**src/rtl/flash_word_cache.sv**
```systemverilog
// flash_word_cache
//   Read-only, direct-mapped, one-word-per-line cache placed between the CPU
//   read port and the SPI flash word reader. Hits return data the cycle after
//   the strobe with no busy indication; misses fetch one word from the flash
//   reader, fill the line and then return the word.
//
//   Optional build macro: FLASH_CACHE_PREFETCH_EN
//     When defined, a completed miss fill is followed by a single prefetch of
//     the next word address (modulo 2^20) into its own line, unless already
//     present. A CPU strobe arriving during a prefetch is held pending.
//
//   Parameters:
//     LINES              number of one-word lines (power of two, 2..256)
//
//   Ports:
//     clk                system clock
//     resetn             asynchronous active-low reset
//     mem_rstrb          one-cycle CPU read strobe
//     mem_word_address   CPU word address (20 bits)
//     mem_rdata          read data returned to the CPU (held between reads)
//     mem_rbusy          high while a CPU read is outstanding
//     flush              one-cycle pulse invalidating every line
//     flash_rstrb        one-cycle read strobe to the flash reader
//     flash_word_address word address presented to the flash reader
//     flash_rdata        word from the flash reader
//     flash_rbusy        flash reader busy (registered inside the reader)
module flash_word_cache #(
    parameter int unsigned LINES = 16
) (
    input  logic        clk,
    input  logic        resetn,
    input  logic        mem_rstrb,
    input  logic [19:0] mem_word_address,
    output logic [31:0] mem_rdata,
    output logic        mem_rbusy,
    input  logic        flush,
    output logic        flash_rstrb,
    output logic [19:0] flash_word_address,
    input  logic [31:0] flash_rdata,
    input  logic        flash_rbusy
);

    localparam int unsigned IDX_W = $clog2(LINES);
    localparam int unsigned TAG_W = 20 - IDX_W;

`ifdef FLASH_CACHE_PREFETCH_EN
    typedef enum logic [2:0] {IDLE, ISSUE, WAIT, PF_ISSUE, PF_WAIT} state_t;
`else
    typedef enum logic [1:0] {IDLE, ISSUE, WAIT} state_t;
`endif

    state_t           state;
    logic [LINES-1:0] valid;
    logic [TAG_W-1:0] tag_mem  [LINES];
    logic [31:0]      data_mem [LINES];
    logic             first_wait;   // first WAIT cycle: reader busy not yet visible
    logic             kill;         // flush seen during this fetch: do not validate

    logic             lk_req;
    logic [19:0]      lk_addr;
    logic [IDX_W-1:0] lk_idx;
    logic [TAG_W-1:0] lk_tag;
    logic             lk_hit;
    logic             in_wait;
    logic             fill_done;
    logic [IDX_W-1:0] fill_idx;

`ifdef FLASH_CACHE_PREFETCH_EN
    logic             pend;
    logic [19:0]      pend_addr;
    logic [19:0]      next_addr;
    logic [IDX_W-1:0] next_idx;
    logic             next_present;
`endif

    always_comb begin
`ifdef FLASH_CACHE_PREFETCH_EN
        // A pending request holds mem_rbusy high, so new CPU strobes are ignored.
        lk_req  = pend | mem_rstrb;
        lk_addr = pend ? pend_addr : mem_word_address;
        in_wait = (state == WAIT) || (state == PF_WAIT);
`else
        lk_req  = mem_rstrb;
        lk_addr = mem_word_address;
        in_wait = (state == WAIT);
`endif
        lk_idx    = lk_addr[IDX_W-1:0];
        lk_tag    = lk_addr[19:IDX_W];
        // A flush coinciding with the strobe forces a miss.
        lk_hit    = valid[lk_idx] && (tag_mem[lk_idx] == lk_tag) && !flush;
        fill_idx  = flash_word_address[IDX_W-1:0];
        fill_done = in_wait && !first_wait && !flash_rbusy;
    end

`ifdef FLASH_CACHE_PREFETCH_EN
    always_comb begin
        next_addr    = flash_word_address + 20'd1;
        next_idx     = next_addr[IDX_W-1:0];
        next_present = valid[next_idx] && (tag_mem[next_idx] == next_addr[19:IDX_W]) && !flush;
    end
`endif

    // Tag/data storage carries no reset; only the valid bits do.
    always_ff @(posedge clk) begin
        if (fill_done) begin
            data_mem[fill_idx] <= flash_rdata;
            tag_mem[fill_idx]  <= flash_word_address[19:IDX_W];
        end
    end

    always_ff @(posedge clk or negedge resetn) begin
        if (!resetn) begin
            state              <= IDLE;
            valid              <= '0;
            mem_rdata          <= '0;
            mem_rbusy          <= 1'b0;
            flash_rstrb        <= 1'b0;
            flash_word_address <= '0;
            first_wait         <= 1'b0;
            kill               <= 1'b0;
`ifdef FLASH_CACHE_PREFETCH_EN
            pend               <= 1'b0;
            pend_addr          <= '0;
`endif
        end else begin
            flash_rstrb <= 1'b0;

            // Flush clears first; a fill in the same cycle must not re-validate.
            if (flush)
                valid <= '0;
            if (fill_done && !kill && !flush)
                valid[fill_idx] <= 1'b1;

            case (state)
                IDLE: begin
                    if (lk_req) begin
                        if (lk_hit) begin
                            mem_rdata <= data_mem[lk_idx];
                            mem_rbusy <= 1'b0;
                        end else begin
                            flash_word_address <= lk_addr;
                            mem_rbusy          <= 1'b1;
                            kill               <= 1'b0;
                            state              <= ISSUE;
                        end
`ifdef FLASH_CACHE_PREFETCH_EN
                        pend <= 1'b0;
`endif
                    end
                end

                ISSUE: begin
                    if (flush)
                        kill <= 1'b1;
                    if (!flash_rbusy) begin
                        flash_rstrb <= 1'b1;
                        first_wait  <= 1'b1;
                        state       <= WAIT;
                    end
                end

                WAIT: begin
                    first_wait <= 1'b0;
                    if (flush)
                        kill <= 1'b1;
                    if (fill_done) begin
                        mem_rdata <= flash_rdata;
                        mem_rbusy <= 1'b0;
                        state     <= IDLE;
`ifdef FLASH_CACHE_PREFETCH_EN
                        if (!next_present) begin
                            flash_word_address <= next_addr;
                            kill               <= 1'b0;
                            state              <= PF_ISSUE;
                        end
`endif
                    end
                end

`ifdef FLASH_CACHE_PREFETCH_EN
                PF_ISSUE: begin
                    if (flush)
                        kill <= 1'b1;
                    if (mem_rstrb && !pend) begin
                        pend      <= 1'b1;
                        pend_addr <= mem_word_address;
                        mem_rbusy <= 1'b1;
                    end
                    if (!flash_rbusy) begin
                        flash_rstrb <= 1'b1;
                        first_wait  <= 1'b1;
                        state       <= PF_WAIT;
                    end
                end

                PF_WAIT: begin
                    first_wait <= 1'b0;
                    if (flush)
                        kill <= 1'b1;
                    if (mem_rstrb && !pend) begin
                        pend      <= 1'b1;
                        pend_addr <= mem_word_address;
                        mem_rbusy <= 1'b1;
                    end
                    // Pending request (if any) is looked up from IDLE next cycle.
                    if (fill_done)
                        state <= IDLE;
                end
`endif

                default: state <= IDLE;
            endcase
        end
    end

endmodule
```
**config.mk**
```make
export PLATFORM = sky130hd
export DESIGN_NAME = flash_word_cache
export DESIGN_NICKNAME = d
export VERILOG_FILES = /design/src/rtl/flash_word_cache.sv
export SDC_FILE = /design/constraint.sdc
export NUM_CORES = 1
export LEC_CHECK = 0
export BUFFER_PORTS_ARGS = -buffer_cell sky130_fd_sc_hd__buf_2
export CAP_MARGIN = 0
export CORE_ASPECT_RATIO = 1.25
export CORE_MARGIN = 2
export CORE_UTILIZATION = 30
export DETAILED_ROUTE_END_ITERATION = 16
export PLACE_DENSITY = 0.4
export SYNTH_ARGS = -nofsm -noshare
export SYNTH_HDL_FRONTEND = slang
export SYNTH_SLANG_ARGS = --single-unit
```
**constraint.sdc**
```tcl
create_clock -name clk -period 10.6 [get_ports clk]
set_input_delay 0.53 -clock clk [delete_from_list [all_inputs] [get_ports clk]]
set_output_delay 0.53 -clock clk [all_outputs]
set_load 0.005 [all_outputs]
```
Word level (Yosys, flattened, before mapping) --
Memories as Yosys holds them, arrays and structs flattened. Index checks and enable logic that the tools add are counted. Widths: inputs -> output; s select.
Word-level totals: input bits 57, memories kept 2, logic and storage cells 75, bits in writable memories 768, output and inout bits 54, bits in registers 74
Cells by class: order comparisons 3, mux-type cells 29, bitwise operators 2, reduce and logical (&&, ||, !) cells 22, equal/unequal tests 9
Memory list:
- data_mem | depth 16, bits a word 32, rd ports 1, clocked after Yosys merged registers in 0, write ports 1, RTL line 55 | logic [31:0] data_mem [LINES];
- tag_mem | depth 16, bits a word 16, rd ports 1, clocked after Yosys merged registers in 0, write ports 1, RTL line 54 | logic [TAG_W-1:0] tag_mem [LINES];
Operators by type and width (count):
- $mux 32 | 3
- $pmux 32 s2 | 1
- $mux 16 | 2
- $eq 16x16->1 | 1
- $or 16x16->16 | 1
- $mux 1 | 13
- $reduce_and 4->1 | 3
- $lt 4x5->1 const B | 2
- $mux 2 | 4
- $ne 2x2->1 const B | 4
- $logic_and 1x1->1 | 7
- $pmux 1 s2 | 3
- $pmux 2 s3 | 1
- $reduce_and 3->1 | 2
- $reduce_bool 2->1 | 3
- $bmux 1 s4 | 1
- $demux 1 s4 | 1
- $ge 4x1->1 const B | 1
- $logic_not 1->1 | 4
- $ne 2x1->1 const B | 2
- $eq 2x1->1 const B | 1
- $eq 2x2->1 const B | 1
- $logic_not 2->1 | 1
- $reduce_and 2->1 | 1
- 2 further kinds | 2

Logic depth before layout (Yosys ltp) --
Gate-level depths: netlist of the first run.
depth after elaboration 7, mapped depth 13, depth with buffers taken out 8

Worst setup path after synthesis of the first run --
Ideal clock, no wire load.
path type register to register, start reg state[0], end mem data_mem[12][0] (enable), buffers on the path 1, path slack 6.881 ns, cell stages (with the launch flop) 7, setup time 0.454 ns, arrival 3.265 ns, clock period less this slack 3.719 ns, cell sequence dfrtp_1 -> inv_1 -> ha_1 -> clkbuf_1 -> and2_1 -> nand3_1 -> nor2_1
On the way: cells in the longest elaborated chain, start to end 5
Ends and longest elaborated chain:
- from (decl) | RTL line 52 | state_t state;
- from (signal assigned) | RTL line 113 | state <= IDLE;
- from (signal assigned) | RTL line 144 | state <= ISSUE;
- from (signal assigned) | RTL line 158 | state <= WAIT;
- $eq 2x2->1 | RTL line 85 | in_wait = (state == WAIT);
- $logic_and 1x1->1 (2 in a row) | RTL line 92 | fill_done = in_wait && !first_wait && !flash_rbusy;
- $mux 1 | RTL line 105 | if (fill_done) begin
- $mux 1 (implied by the code) | RTL line 106 | data_mem[fill_idx] <= flash_rdata;
- to (decl) | RTL line 55
Every way passes these cells.

Final worst setup path of the first run --
start in mem_word_address[1], end reg mem_rdata[25]
On the way: cells in the longest elaborated chain, start to end 6, elaborated cells on any way between the ends 12, classes of those cells 2 x eq/ne; 5 x mux; 3 x reduce/logical; 2 x memory
Ends and longest elaborated chain:
- from (decl) | RTL line 33 | input logic [19:0] mem_word_address,
- $mem_v2 16x16 / $bmux 1 s4 (equally long branches)
- $eq 16x16->1 / $mux 1 (equally long branches) | RTL line 90 | lk_hit = valid[lk_idx] && (tag_mem[lk_idx] == lk_tag) && !flush;
- $logic_and 1x1->1 (2 in a row) | RTL line 90
- $ne 2x2->1 (no source line)
- $reduce_and 4->1 (no source line)
- to (signal assigned) | RTL line 138 | mem_rdata <= data_mem[lk_idx];
- to (signal assigned) | RTL line 167 | mem_rdata <= flash_rdata;
- to (decl) | RTL line 34 | output logic [31:0] mem_rdata,
Several ways; a longest one is shown, not always the timed one. The select of a mux whose other input is x is not followed. A chain may end at the register's enable or synchronous reset.

==> metrics.md, run 1 <==
| Metric | Value |
|---|---|
| Status | complete, no violations |
| Antenna cells | 0 |
| Port buffer count | 110 |
| H-tree levels | 3 |
| Vert. Die Dim | 374 µm |
| Final non-filler cell total | 3111 |
| Router iterations before antenna repair | 5 |
| Via density | 4.87 |
| Cell row count | 135 |
| Fillers | 10040 |
| Commonest non-fill, non-tap cell in the layout | edfxtp_1 |
| Crit-path slowest cell | buf_4 |
| WP data arrival | 5.55 ns |
| Actual slew at the worst max-slew pin | 1.04 ns |
| Hold Path Class | in2reg |
| Post-synth EDFFs | 768 |
| Clock Latency Late Sink | 0.66 ns |
| YS warnings | 0 |
| Setup crit start kind | input port |
| CP peak stage delay | 0.80 ns |
| Fin Clk Skew | 0.0320 ns |
| First-pass GRT wire length | 125 mm |
| Min Clock Period, post-route | 5.03 ns |
| Crit path top cell by count | buf_4 |
| Gpl congestion | 0.737 |
| Routed wire length | 87.7 mm |
| VDD IR max | 0.120 mV |
| Drt drc | 0 |
| Slew Limit Fails | 0 |
| Largest net degree at the start of global routing | 103 |
| WP buf/inv | 4 |
| Initial core utilization | 30.3% |
| Dpl cells | 2940 |
| Post-Syn Instances | 1439 |
| Cell family with the largest share of critical-path delay | buffers and inverters |
| Die X | 300 µm |
| Full die area | 112000 µm² |
| Detail Placement HPWL | 45.3 mm |
| Max clock buf depth | 3 |
| Crit path required time | 11.12 ns |
| Critical path capture point type | flop |
| CTS tree | yes |
| LEAKAGE | 12.4 nW |
| Seq cells post-synth | 842 |
| Syn_nets | 1499 |
| Synthesized area | 32900 µm² |
| Setup_tns | 0 ns |
| Initial DRC count | 963 |
| Cells along the critical path | buf_8 -> buf_4 -> buf_4 -> mux4_2 -> mux2i_1 -> xnor2_1 -> nor4_1 -> o211ai_1 -> nor4_1 -> a21oi_4 -> buf_4 -> mux2_1 |
| Worst Path Max Fanout | 73 |
| Synth-to-layout area growth | 16.6% |
| Slew margin rel. | 30.6% |
| Vias in the first global route | 16413 |
| Initial antenna violation count | 8 |
| Crit Path Category | in2reg |
| Max Cap Viol | 0 |
| Synthesized area per cell | 22.9 µm² |
| Root buffer cell | clkbuf_16 |
| GRT overflow | 0 |
| WL/cell | 28.2 µm |
| RSZ-0062 raised after global routing | false |
| Vias | 15163 |
| Sequential share of the synthesized area | 75.7% |
| Total GRT Usage | 15.7% |
| Share of layout cells above drive strength 1 | 35.8% |
| Peak Freq | 0.199 GHz |
| Clock Sinks | 842 |
| Final setup viols | 0 |
| Nets | 1655 |
| Most common flop cell mapped by yosys | edfxtp_1 |
| Asr flop ratio synth | 8.79% |
| Number of CTS-inserted buffers | 90 |
| Cell variety after synth | 47 |
| Post-route antenna net violation count | 0 |
| CTS clock-pin slew for the worst setup and hold paths | 0.06 ns |
| Power Density | 216 nW/µm² |
| Fin crit share | 47.4% |
| Io pins | 111 |
| Placeable Area | 109000 µm² |
| Commonest cells after routing, fill and taps aside | edfxtp_1 (768), mux4_2 (213), buf_2 (106) |
| Final Hold Viols | 0 |
==> layout make-up <==
cell class              count  area (µm²)  area share, %
flip-flops and latches    842       24900           64.9
repair buffers            138         801           2.09
well taps                1438        1800           4.69
inverters                  20        76.3          0.199
clock inverters            46         627           1.63
multi-input cells         503        7670           20.0
clock buffers             124        2490           6.49
==> per-stage QoR <==
stage | hold WS (ns) | setup slack, ns | area, µm² | util (%) | power, mW
after floorplan | 0.234 | 6.88 | 32900 | - | 4.62
after global placement | 0.484 | 4.83 | 35200 | 32.5 | 5.06
after detailed placement | 0.485 | 4.78 | 35200 | 32.5 | 5.08
after CTS | 0.0793 | 5.51 | 38400 | 35.3 | 8.42
after global routing | 0.107 | 5.24 | 38400 | 35.3 | 8.62
final | 0.130 | 5.57 | 38400 | 35.3 | 8.29
==> flip-flops by register name (all words and copies together), names as in the netlist <==
name                cells
kill                    1
state                   2
flash_word_address     20
tag_mem               256
valid                  16
first_wait              1
flash_rstrb             1
data_mem              512
mem_rbusy               1
mem_rdata              32
==> cell families after synthesis <==
family | synth area share [%]
compound gates | 0.893
simple gates | 1.29
fa+ha+maj | 0.114
buf+inv | 1.42
mux | 20.0
xor+xnor | 0.639
flops | 75.7
==> routing by layer <==
layer  vias up  track usage [%]  part of all wire, %
li1       6358                -                    -
met1      8406             21.2                   44
met2       264             26.2                   50
met3       123             2.34                  3.4
met4        12             4.43                  2.0
met5         -                0                 0.10
==> power breakdown <==
part | switching [mW] | internal [mW] | total, mW
Sequential | 0.222 | 3.93 | 4.15
Clock | 1.32 | 2.00 | 3.31
Combinational | 0.444 | 0.380 | 0.824
==> path summary, 6_finish.rpt <==
check | slack [ns] | to | depth (start not counted) | from
max reg2reg | 7.14 | tag_mem[12][9] | 6 | state[0]
max in group asynchronous | 9.01 | mem_rbusy | 3 | resetn
min reg2reg | 0.50 | mem_rdata[5] | 1 | mem_rdata[5]
min in group asynchronous | 0.37 | mem_rdata[0] | 2 | resetn
max | 5.57 | mem_rdata[25] | 12 | mem_word_address[1]
min | 0.13 | flash_rstrb | 2 | flash_rbusy
==> synth_stat cells (all sizes together) (3+ instances only) <==
cell / instances / area share, %
nor3: 5 / 0.076
nand4: 3 / 0.057
nor2: 27 / 0.31
xnor2: 22 / 0.59
nand2: 18 / 0.21
mux2i: 34 / 1.1
o21ai: 3 / 0.046
nand3: 6 / 0.091
nand2b: 4 / 0.076
o22ai: 16 / 0.30
nor4: 4 / 0.095
a21oi: 6 / 0.091
ha: 3 / 0.11
nor2b: 10 / 0.19
clkbuf: 30 / 0.34
mux4: 226 / 16
inv: 20 / 0.23
edfxtp: 768 / 70
dfrtp: 74 / 5.6
a22oi: 6 / 0.14
buf: 44 / 0.85
mux2: 89 / 3.3
==> what timing repair did <==
| action | CTS | global route |
|---|---|---|
| endpoints found under the hold margin | 24 | 0 |
| gates resized for setup | 0 | 0 |
| setup buffers | 0 | 0 |
| hold buffers | 1 | 0 |
==> worst register-to-register path, cell delays in order, from the launching register on <==
cell	delay [ns]
dfrtp_1	0.40
inv_1	0.10
ha_2	0.17
and2_1	0.28
nand3_1	0.45
nor2_4	0.82
buf_4	0.81
(Power assumes the default switching activity.)
==> inputs of run 2 (changes only) <==
Clock period 10.6 ns to 5.2 ns, I/O delays scaled along.
==> run 2 against run 1 <==
Against the previous run: sequential share of layout area decreased by 1.0 points; power rose by 100%; register-to-register slack lost 5.5 ns; non-clock buffer count is 69 higher; setup slack got worse by 3.9 ns; via count up 1.2%; sequential power grew 100%; sequential cell count did not move; clock skew decreased by 0.0042 ns; largest power group unchanged; highest routed layer unchanged.
==> metrics.md, run 2 (synthesized netlist as in run 1, its figures left out) <==
| Metric | Value |
|---|---|
| Largest net degree at the start of global routing | 58 (-44%) |
| Core Util, Final | 35.9% (+0.56 points) |
| Final Hold Viols | 0 (unchanged) |
| Io pins | 111 (unchanged) |
| Initial antenna violation count | 5 (-3) |
| Biggest register | data_mem |
| Internal cell power | 12.6 mW (+100%) |
| Fillers | 10046 (+0.060%) |
| Detail Placement HPWL | 47.1 mm (+3.9%) |
| Crit path required time | 5.73 ns (-5.39 ns) |
| Vias | 15352 (+1.2%) |
| Gpl congestion | 0.728 (-1.2%) |
| Total Power | 16.6 mW (+100%) |
| Number of CTS-inserted buffers | 91 (+1.1%) |
| H-tree levels | 3 (unchanged) |
| Status | complete, no violations |
| Placeable Area | 109000 µm² (unchanged) |
| Final setup viols | 0 (unchanged) |
| Slew margin rel. | 19.1% (-12 points) |
| Port buffer count | 110 (unchanged) |
| CTS clock-pin slew for the worst setup and hold paths | 0.06 ns (about the same) |
| Root buffer cell | clkbuf_16 |
| Total GRT Usage | 15.6% (-0.046 points) |
| Power share of the sequential group | 50.9% (+0.8 points) |
| Fin Clk Skew | 0.0277 ns (-0.00424 ns) |
| Worst reg2reg setup slack | 1.69 ns (-5.45 ns) |
| Router iterations before antenna repair | 5 (unchanged) |
| Power Density | 427 nW/µm² (+97%) |
| Peak Freq | 0.285 GHz |
| GRT overflow | 0 (unchanged) |
| Vias in the first global route | 16741 (+2.0%) |
| Hold Path Class | in2reg |
| Vert. Die Dim | 374 µm (unchanged) |
| Clock Sinks | 842 (unchanged) |
| Crit-path slowest cell | nor4_1 |
| Min Clock Period, post-route | 3.51 ns |
| Actual slew at the worst max-slew pin | 1.21 ns (+0.172 ns) |
| Initial core utilization | 30.3% (unchanged) |
| Synth-to-layout area growth | 18.5% |
| LEAKAGE | 12.7 nW (+2.1%) |
| Cells along the critical path | mux4_1 -> xnor2_1 -> a21oi_1 -> a2111oi_2 -> o2111ai_1 -> nor4_1 -> a21oi_4 -> buf_4 -> mux2_2 |
| Critical path capture point type | flop |
| Area of the multi-input gates | 7670 µm² (unchanged) |
| CTS tree | yes |
| Antenna cells | 0 (unchanged) |
| Routed wire length | 87.2 mm (-0.55%) |
| RSZ-0062 raised after global routing | false |
| Sw frac | 24.3% (+0.38 points) |
| Post-route antenna net violation count | 0 (unchanged) |
| Largest registers | data_mem x512, tag_mem x256, mem_rdata x32 |
| Share of layout cells above drive strength 1 | 35.3% (-0.52 points) |
| CP peak stage delay | 0.58 ns (-0.22 ns) |
| Slew Limit Fails | 0 (unchanged) |
| Reg area | 24900 µm² (unchanged) |
| Setup_tns | 0 ns (unchanged) |
| Drt drc | 0 (unchanged) |
| WP data arrival | 4.04 ns (-1.51 ns) |
| Cell family with the largest share of critical-path delay | compound AO/OA/AOI/OAI gates |
| Max clock buf depth | 3 (unchanged) |
| Worst Path Max Fanout | 32 (-56%) |
| First-pass GRT wire length | 125 mm (about the same) |
| Via density | 4.83 (-0.98%) |
| Share of total power in combinational logic | 10.3% (+0.4 points) |
| Fin crit share | 67.6% |
| Full die area | 112000 µm² (unchanged) |
| Nets | 1725 (+4.2%) |
| VDD IR max | 0.256 mV (+110%) |
| Max Cap Viol | 0 (unchanged) |
| Clock Latency Late Sink | 0.66 ns (about the same) |
| WL/cell | 27.4 µm (-2.7%) |
| Clk pwr share | 38.8% (-1.1 points) |
| Die X | 300 µm (unchanged) |
| Cell row count | 135 (unchanged) |
| Max FFs per register | 512 (unchanged) |
| Commonest non-fill, non-tap cell in the layout | edfxtp_1 |
| Setup crit start kind | flop |
| Initial DRC count | 1194 (+24%) |
| Commonest cells after routing, fill and taps aside | edfxtp_1 (768), mux4_2 (213), buf_2 (106) |
| WP buf/inv | 1 (-3) |
| NetSw | 4.04 mW (+100%) |
| Crit Path Category | reg2reg |
-- run 2: cell type report --
| type | count | area share (%) |
|---|---|---|
| tap | 1438 | 4.61 |
| inverter | 20 | 0.196 |
| sequential | 842 | 63.9 |
| clock buffer | 115 | 6.33 |
| multi-input combinational | 503 | 19.7 |
| clock inverter | 56 | 1.33 |
| timing repair buffer | 207 | 3.96 |
-- run 2: worst register-to-register path, cell delays in order (launching register included) --
cell and delay (ns):
edfxtp_1 0.36, mux4_1 0.53, xnor2_1 0.17, a21oi_1 0.10, a2111oi_2 0.53, o2111ai_1 0.24
nor4_1 0.58, a21oi_4 0.11, buf_4 0.33, mux2_2 0.44
-- run 2: final timing paths --
check | startpoint | endpoint | depth (start not counted)
worst max-delay path | tag_mem[0][13] | mem_rdata[2] | 9
worst min-delay path | flush | valid[14] | 2
worst max register to register | tag_mem[0][13] | mem_rdata[2] | 9
worst min register to register | mem_rdata[29] | mem_rdata[29] | 1
max in group asynchronous | resetn | flash_word_address[15] | 3
min in group asynchronous | resetn | mem_rdata[0] | 2
-- run 2: timing repair --
item	in CTS	in global routing
setup buffers	0	0
hold endpoints to repair	545	0
hold buffers	51	0
gates resized for setup	0	0
-- run 2: metal layers --
layer  vias up  wire, µm  GRT usage (%)
met4         6      1820           4.56
met2       303     42000           25.1
li1       6507         -              -
met5         -        28              0
met3       114      3090           2.21
met1      8422     40200           22.1
-- run 2: power by group through the flow --
| stage | logic [mW] | registers [mW] | clock network, mW |
|---|---|---|---|
| 2_1_floorplan | 0.966 | 8.46 | 0 |
| 3_3_place_gp | 1.72 | 8.58 | 0 |
| 3_5_place_dp | 1.73 | 8.62 | 0 |
| 4_1_cts | 1.77 | 8.48 | 6.65 |
| 5_1_grt | 1.85 | 8.55 | 6.92 |
| 6_report | 1.71 | 8.47 | 6.46 |
-- run 2: stage by stage --
step	hold slack [ns]	setup WS (ns)	cells	instance area (µm²)
after global placement	0.293	1.03	2959	35500
after CTS	0.0378	1.63	3181	39000
after detailed placement	0.300	1.07	2959	35500
final	0.101	1.69	3181	39000
after global routing	0.0910	1.53	3181	39000
after floorplan	-0.0356	1.48	1439	32900
==> inputs of run 3 (changes only) <==
Clock period 5.2 ns to 3.5 ns, I/O delays scaled along.
==> run 3 against run 2 <==
Against the previous run: via count increased by 1.6%; sequential power grew 49%; combinational power is 51% higher; setup slack worse by 1.4 ns; sequential share of layout area is 0.85 points lower; clock skew decreased by 0.0054 ns; non-clock buffer count increased by 28; power rose by 50%; sequential cell count is the same; worst hold slack better by 0.026 ns.
==> metrics.md, run 3 (synthesized netlist as in run 1, its figures left out) <==
| Metric | Value |
|---|---|
| VDD IR max | 0.384 mV (+50%) |
| Slew margin rel. | 28.8% (+9.7 points) |
| Slew Limit Fails | 0 (unchanged) |
| Die X | 300 µm (unchanged) |
| Final worst slack | 0.274 ns (-1.41 ns) |
| Final instance area | 39500 µm² (+1.3%) |
| Port buffer count | 110 (unchanged) |
| Fillers | 9950 (-0.96%) |
| Fin Clk Skew | 0.0223 ns (-0.00545 ns) |
| Cell row count | 135 (unchanged) |
| Routed wire length | 88.5 mm (+1.5%) |
| Total Power | 24.9 mW (+50%) |
| Post CTS Setup Buffer Count | 0 (unchanged) |
| Detail Placement HPWL | 48.5 mm (+2.9%) |
| Worst Path Max Fanout | 20 (-38%) |
| Post-route antenna net violation count | 0 (unchanged) |
| Max FFs per register | 512 (unchanged) |
| Area of the multi-input gates | 7670 µm² (unchanged) |
| Full die area | 112000 µm² (unchanged) |
| Final Hold Viols | 0 (unchanged) |
| Largest net degree at the start of global routing | 63 (+8.6%) |
| Root buffer cell | clkbuf_16 |
| H-tree levels | 3 (unchanged) |
| NetSw | 6.09 mW (+51%) |
| RSZ-0062 raised after global routing | false |
| CTS clock-pin slew for the worst setup and hold paths | 0.06 ns (about the same) |
| Biggest register | data_mem |
| WP data arrival | 3.75 ns (-0.29 ns) |
| GRT overflow | 0 (unchanged) |
| Setup crit start kind | flop |
| Gpl congestion | 0.711 (-2.4%) |
| Commonest non-fill, non-tap cell in the layout | edfxtp_1 |
| Via density | 4.85 (+0.42%) |
| Drt drc | 0 (unchanged) |
| Share of total power in combinational logic | 10.3% (about the same) |
| Min Clock Period, post-route | 3.23 ns (-0.287 ns) |
| Hold Path Class | in2reg |
| Commonest cells after routing, fill and taps aside | edfxtp_1 (768), mux4_2 (213), buf_2 (106) |
| Final setup viols | 0 (unchanged) |
| Crit path required time | 4.03 ns (-1.70 ns) |
| Initial DRC count | 1169 (-2.1%) |
| Peak Freq | 0.310 GHz (+8.9%) |
| Max Cap Viol | 0 (unchanged) |
| Initial core utilization | 30.3% (unchanged) |
| Largest registers | data_mem x512, tag_mem x256, mem_rdata x32 |
| Critical path capture point type | flop |
| LEAKAGE | 12.9 nW (+1.7%) |
| Router iterations before antenna repair | 5 (unchanged) |
| Share of layout cells above drive strength 1 | 35.9% (+0.64 points) |
| Actual slew at the worst max-slew pin | 1.07 ns (-0.143 ns) |
| Sw frac | 24.4% (+0.15 points) |
| Number of CTS-inserted buffers | 94 (+3.3%) |
| Crit Path Category | reg2reg |
| Clock Latency Late Sink | 0.65 ns (about the same) |
| Final hold slack | 0.127 ns (+0.0264 ns) |
| Setup_tns | 0 ns (unchanged) |
| Reg area | 24900 µm² (unchanged) |
| Synth-to-layout area growth | 20.0% |
| Placeable Area | 109000 µm² (unchanged) |
| Placed Area | 35900 µm² (+1.3%) |
| Io pins | 111 (unchanged) |
| Total GRT Usage | 15.9% (+0.23 points) |
| WL/cell | 27.5 µm (+0.34%) |
| Vias in the first global route | 16969 (+1.4%) |
| Fin crit share | 92.2% (+25 points) |
| Initial antenna violation count | 8 (+3) |
| Post-place setup slack | 0.0696 ns (-1.00 ns) |
| Nets | 1756 (+1.8%) |
| Internal cell power | 18.8 mW (+50%) |
| Clk pwr share | 39.0% (+0.2 points) |
| First-pass GRT wire length | 127 mm (+1.6%) |
| Status | complete, no violations |
| Power Density | 631 nW/µm² (+48%) |
| Max clock buf depth | 3 (unchanged) |
| Clock Sinks | 842 (unchanged) |
| Vert. Die Dim | 374 µm (unchanged) |
| Vias | 15591 (+1.6%) |
| Power share of the sequential group | 50.7% (-0.2 points) |
| CTS tree | yes |
-- run 3: changes by cell type in the layout (fill, tap and decap cells not counted), moves of 3 or more --
cell / change
buf_12: +20
buf_4: +7
clkbuf_1: +16
clkbuf_8: +3
clkinv_1: -7
clkinv_2: -7
diode_2: +3
-- run 3: final cells by class --
| class | instances | area share (%) |
|---|---|---|
| flip-flops and latches | 842 | 63.1 |
| multi-input cells | 503 | 19.4 |
| clock buffers | 136 | 6.63 |
| repair buffers | 235 | 5.08 |
| well taps | 1438 | 4.55 |
| clock inverters | 40 | 1.06 |
| inverters | 20 | 0.193 |
| diodes | 3 | 0.0190 |
-- run 3: power by group through the flow --
stage	Clock (mW)	Combinational [mW]	Sequential [mW]
floorplan	0	1.45	12.6
global placement	0	2.60	12.8
detailed placement	0	2.61	12.9
CTS	10.0	2.67	12.7
global route	10.4	2.80	12.8
finish	9.71	2.58	12.6
-- run 3: repair_timing --
item                                    in CTS  in global routing
endpoints found under the setup margin       0                  0
gates resized for setup                      0                  0
endpoints found under the hold margin      590                  0
hold buffers                                52                  0
-- run 3: per-stage QoR --
step           cells  utilization (%)
3_5_place_dp    2986             33.1
3_3_place_gp    2986             33.1
6_report        3217             36.4
2_1_floorplan   1439                -
5_1_grt         3216             36.4
4_1_cts         3214             36.4
-- run 3: worst paths after layout --
path | startpoint | end | slack, ns | cells past startpoint
worst min-delay path | mem_word_address[3] | flash_word_address[3] | 0.13 | 3
max in group asynchronous | resetn | flash_word_address[9] | 2.40 | 3
worst max-delay path | tag_mem[5][3] | flash_word_address[12] | 0.27 | 8
worst max register to register | tag_mem[5][3] | flash_word_address[12] | 0.27 | 8
worst min register to register | mem_rdata[1] | mem_rdata[1] | 0.50 | 1
min in group asynchronous | resetn | mem_rdata[2] | 0.18 | 2
-- run 3: worst max-delay path: stages (launching register included) --
cell and delay [ns]:
edfxtp_1 0.36, mux4_1 0.50, mux2i_1 0.21, mux2_2 0.38, and4bb_2 0.29, o2111ai_1 0.09
or4_4 0.55, and3_4 0.37, mux2_4 0.35
-- run 3: per-layer routing --
layer | share of wire (%) | vias to the layer above | track usage [%]
met1 | 45 | 8568 | 21.9
met3 | 3.5 | 117 | 2.50
met5 | 0.035 | - | 0
met2 | 49 | 314 | 26.0
met4 | 2.3 | 6 | 4.42
li1 | - | 6586 | -
